File: config.mk
export PLATFORM = sky130hd
export DESIGN_NAME = imm_ext_arbiter
export DESIGN_NICKNAME = d
export VERILOG_FILES = /design/src/rtl/imm_ext_pkg.sv /design/src/rtl/imm_extend.sv /design/src/rtl/imm_ext_arbiter.sv
export SDC_FILE = /design/constraint.sdc
export NUM_CORES = 1
export LEC_CHECK = 0
export CAP_MARGIN = 0
export CORE_UTILIZATION = 32
export CTS_CLUSTER_SIZE = 24
export DETAILED_ROUTE_END_ITERATION = 8
export HOLD_SLACK_MARGIN = 0.05
export PLACE_DENSITY = 0.71
export SLEW_MARGIN = 30
export SYNTH_ARGS = -nofsm -noshare
export SYNTH_HDL_FRONTEND = slang
export SYNTH_SLANG_ARGS = --single-unit
File: constraint.sdc
create_clock -name clk -period 2.3 [get_ports clk]
set_input_delay 0.575 -clock clk [delete_from_list [all_inputs] [get_ports clk]]
set_output_delay 0.575 -clock clk [all_outputs]
set_load 0.005 [all_outputs]
File: src/rtl/imm_ext_pkg.sv
// Shared constants and state encoding for the immediate-extension arbiter.
package imm_ext_pkg;

  localparam int IN_W_DEF  = 8;
  localparam int OUT_W_DEF = 16;

  localparam logic REQ_DECODE = 1'b0;
  localparam logic REQ_BRANCH = 1'b1;

  typedef enum logic {
    EMPTY = 1'b0,
    FULL  = 1'b1
  } state_t;

endpackage

File: src/rtl/imm_extend.sv
// Combinational immediate extension: sign- or zero-fills the upper bits.
module imm_extend #(
  parameter int IN_W  = 8,
  parameter int OUT_W = 16
) (
  input  logic [IN_W-1:0]  data,
  input  logic             sign_ext,
  output logic [OUT_W-1:0] result
);

  logic fill;

  assign fill   = sign_ext & data[IN_W-1];
  assign result = {{(OUT_W-IN_W){fill}}, data};

endmodule

File: src/rtl/imm_ext_arbiter.sv
// Round-robin arbiter sharing one immediate extension unit between decode
// (port 0) and branch (port 1), with a single backpressured result register.
module imm_ext_arbiter
  import imm_ext_pkg::*;
#(
  parameter int IN_W  = IN_W_DEF,
  parameter int OUT_W = OUT_W_DEF
) (
  input  logic             clk,
  input  logic             reset,
  input  logic             req0_valid,
  input  logic [IN_W-1:0]  req0_data,
  input  logic             req0_signed,
  output logic             req0_ready,
  input  logic             req1_valid,
  input  logic [IN_W-1:0]  req1_data,
  input  logic             req1_signed,
  output logic             req1_ready,
  output logic             out_valid,
  output logic [OUT_W-1:0] out_data,
  output logic             out_id,
  input  logic             out_ready
);

  state_t           state, state_nxt;
  logic             last_grant;
  logic             slot_free;
  logic             grant0, grant1;
  logic             accept;
  logic [IN_W-1:0]  sel_data_p0;
  logic             sel_signed_p0;
  logic [OUT_W-1:0] ext_p0;
  logic [OUT_W-1:0] data_p1;
  logic             id_p1;

  // A full slot frees up in the same cycle the consumer drains it.
  assign slot_free = (state == EMPTY) | out_ready;

  assign grant0 = req0_valid & (~req1_valid | (last_grant == REQ_BRANCH));
  assign grant1 = req1_valid & (~req0_valid | (last_grant == REQ_DECODE));

  assign req0_ready = grant0 & slot_free & ~reset;
  assign req1_ready = grant1 & slot_free & ~reset;
  assign accept     = req0_ready | req1_ready;

  assign sel_data_p0   = grant1 ? req1_data   : req0_data;
  assign sel_signed_p0 = grant1 ? req1_signed : req0_signed;

  imm_extend #(
    .IN_W  (IN_W),
    .OUT_W (OUT_W)
  ) u_extend (
    .data     (sel_data_p0),
    .sign_ext (sel_signed_p0),
    .result   (ext_p0)
  );

  always_ff @(posedge clk) begin
    if (reset) state <= EMPTY;
    else       state <= state_nxt;
  end

  always_comb begin
    state_nxt = state;
    case (state)
      EMPTY:   if (accept) state_nxt = FULL;
      FULL:    if (!accept && out_ready) state_nxt = EMPTY;
      default: state_nxt = EMPTY;
    endcase
  end

  always_comb begin
    out_valid = (state == FULL);
  end

  // p0 -> p1: extended result registered with the winner's ID
  always_ff @(posedge clk) begin
    if (reset) begin
      data_p1    <= '0;
      id_p1      <= REQ_DECODE;
      last_grant <= REQ_BRANCH;
    end else if (accept) begin
      data_p1    <= ext_p0;
      id_p1      <= req1_ready;
      last_grant <= req1_ready;
    end
  end

  assign out_data = data_p1;
  assign out_id   = id_p1;

endmodule

==> summary.txt <==
status - completed
slowest stage delay, CP - 0.48 ns
Fmax - 456.5 MHz
# hold bufs at CTS - 0
Via density - 4.861
wire per inst - 12.69 um
initial antenna violation count - 0
Yosys cell types - 23
clk_lat worst skew - 0.27 ns
IO Count - 43
Ys Warns - 0
endpoint type of the worst setup path - output pin
Slew HR - 0.7992
Avg Inst Size Synth - 10.17 um2
most frequent cell after synthesis - dfxtp_1
Fin Clk Skew - 0.001069 ns
Crit-path slowest cell - clkdlybuf4s50_1
starting density of the core - 0.3521
Die Ht - 49.17 um
CP Launch Type - primary input
htree depth - 1
share of Yosys cell area claimed by the top area cell type - 0.3374
Hold Violations, Final - 0
Worst Path Class, Setup - in -> out
maximum vdd drop - 0.0003871 V
final hold slack - 0.4833 ns
core area - 2022 um2
cell taking the most area after synthesis - dfxtp_1
placed cell areas - 1132 um2
1st-pass router iterations - 4
routed via count - 666
crit-path max FO - 3
Cell Rows - 16
Root Driver - clkbuf_4
vias in the first global route - 606
ranking of synthesized cells by instance count - dfxtp_1 (12), a31oi_1 (10), a211oi_2 (8), buf_4 (8), mux2i_1 (8)
routed wire length - 1739 um
antenna viol nets, final - 0
Tightest Hold Check Type - reg -> reg
Design Area, Final - 1156 um2
Ant. Diodes - 0
Post-DP HPWL - 1384 um
Main synth FF type - dfxtp_1
DR iter-0 viols - 1
Clock Sinks - 12
CP Cell Sequence - clkdlybuf4s50_1, a21boi_2, and3_1, clkdlybuf4s15_1
clock-pin slew on the worst setup and hold paths - 0.07 ns
synthesis-to-layout area growth - 62.39%
DRC - 0
first-pass GRT wire length - 2884 um
Post-CTS Setup Bufs - 0
syn nets - 93
Slew @ Worst Pin - 0.2975 ns
CTS tree - yes
GP Congestion - 0.7407
Critical Path AT - 1.62 ns
total negative slack - 0 ns
Setup Viol. Count Final - 0
Lkg Pwr - 0.4359 nW
number of max-cap violations - 0
die width - 49.17 um
power per cell area - 473.8 nW/um2
reg2reg setup slack - 1.06 ns
top post-synthesis cells by area - dfxtp_1 (34%), a211oi_2 (14%), mux2i_1 (11%)
Final Max Slew Viols - 0
Synth Register Bits - 12
share of cells above drive strength 1 - 0.2000
Tot GR Track Use - 0.1565
number of port buffers - 42
post-cts resize count - 2
RSZ-0062 raised after global routing - false
nets - 135
Critical Path RT - 1.73 ns
Tcrit/Tclk final - 0.9523
maximum number of pins on one net before global-route repair - 13
total congestion overflow - 0
number of synthesized flops with an enable pin - 0
CTS buffer count - 3
register area share after synthesis - 0.3374
maximum root-to-sink buffer count - 2
Die ar. - 2417 um2
Total Power - 0.5477 mW
Cells after Synth - 70
ys async rst share - 0
min Tclk post-route - 2.190 ns
Post-Synthesis Cell Area - 711.9 um2
-- layout make-up --
cell class / count / area (um2)
fillers: 178 / 865.8
repair buffers: 50 / 481.7
multi-input cells: 42 / 366.6
flip-flops and latches: 12 / 240.2
well taps: 27 / 33.78
clock buffers: 3 / 22.52
inverters: 3 / 11.26
-- metrics by stage --
stage / worst slack, ns / cells / util
2_1_floorplan: 0.5433 / 70 / -
3_3_place_gp: -0.1822 / 134 / 0.5600
3_5_place_dp: -0.1925 / 134 / 0.5600
4_1_cts: 0.07794 / 137 / 0.5699
5_1_grt: 0.02352 / 137 / 0.5718
6_report: 0.1097 / 137 / 0.5718
-- placed cells by master (no fill, tap or decap) --
cell,count
buf_4,8
or2_1,1
a311oi_4,1
a211oi_2,8
clkdlybuf4s15_1,1
clkbuf_4,3
dfxtp_1,12
nor3_1,1
dlymetal6s2s_1,1
a31oi_1,10
and3_1,1
inv_1,3
mux2i_1,8
dlygate4sd2_1,1
a21boi_2,1
nand2_1,1
o311ai_0,1
nand2b_1,1
nand3b_1,1
o21ai_0,3
and3_4,1
a21oi_1,1
nand3_1,1
clkdlybuf4s50_1,39
nor2b_1,1
-- routing by layer --
metal | vias to the layer above | GRT usage | part of all wire
met3 | 2 | 0.06231 | 0.071
met5 | - | 0 | 0
li1 | 338 | - | -
met4 | 0 | 0.02941 | 0.0081
met2 | 24 | 0.2489 | 0.49
met1 | 302 | 0.1985 | 0.43
-- registers in the layout (all words and copies together) (netlist names) --
signal and count:
out_valid 1, out_data 9, out_id 1, last_grant 1
-- cell families after synthesis --
| group | after synthesis | synth area share |
|---|---|---|
| compound gates | 25 | 0.3216 |
| buf+inv | 16 | 0.1476 |
| flops | 12 | 0.3374 |
| simple gates | 9 | 0.08085 |
| mux | 8 | 0.1125 |
-- worst paths after layout --
path                   start          end  cells after the start
hold reg to reg       out_id       out_id                      2
setup / recovery  req1_valid   req1_ready                      4
hold / removal        out_id       out_id                      2
setup reg to reg  last_grant  out_data[8]                      4
-- critical path, delay by kind of cell --
family	cells	cell delay, ns
AND/OR/NAND/NOR	1	0.16
buffers and inverters	2	0.70
AO/OA/AOI/OAI	1	0.17
-- where the power goes --
part / total [mW] / switching, mW / internal (mW)
Combinational: 0.185 / 0.0684 / 0.117
Sequential: 0.237 / 0.0117 / 0.225
Clock: 0.126 / 0.0653 / 0.0606
(Power assumes the default switching activity.)
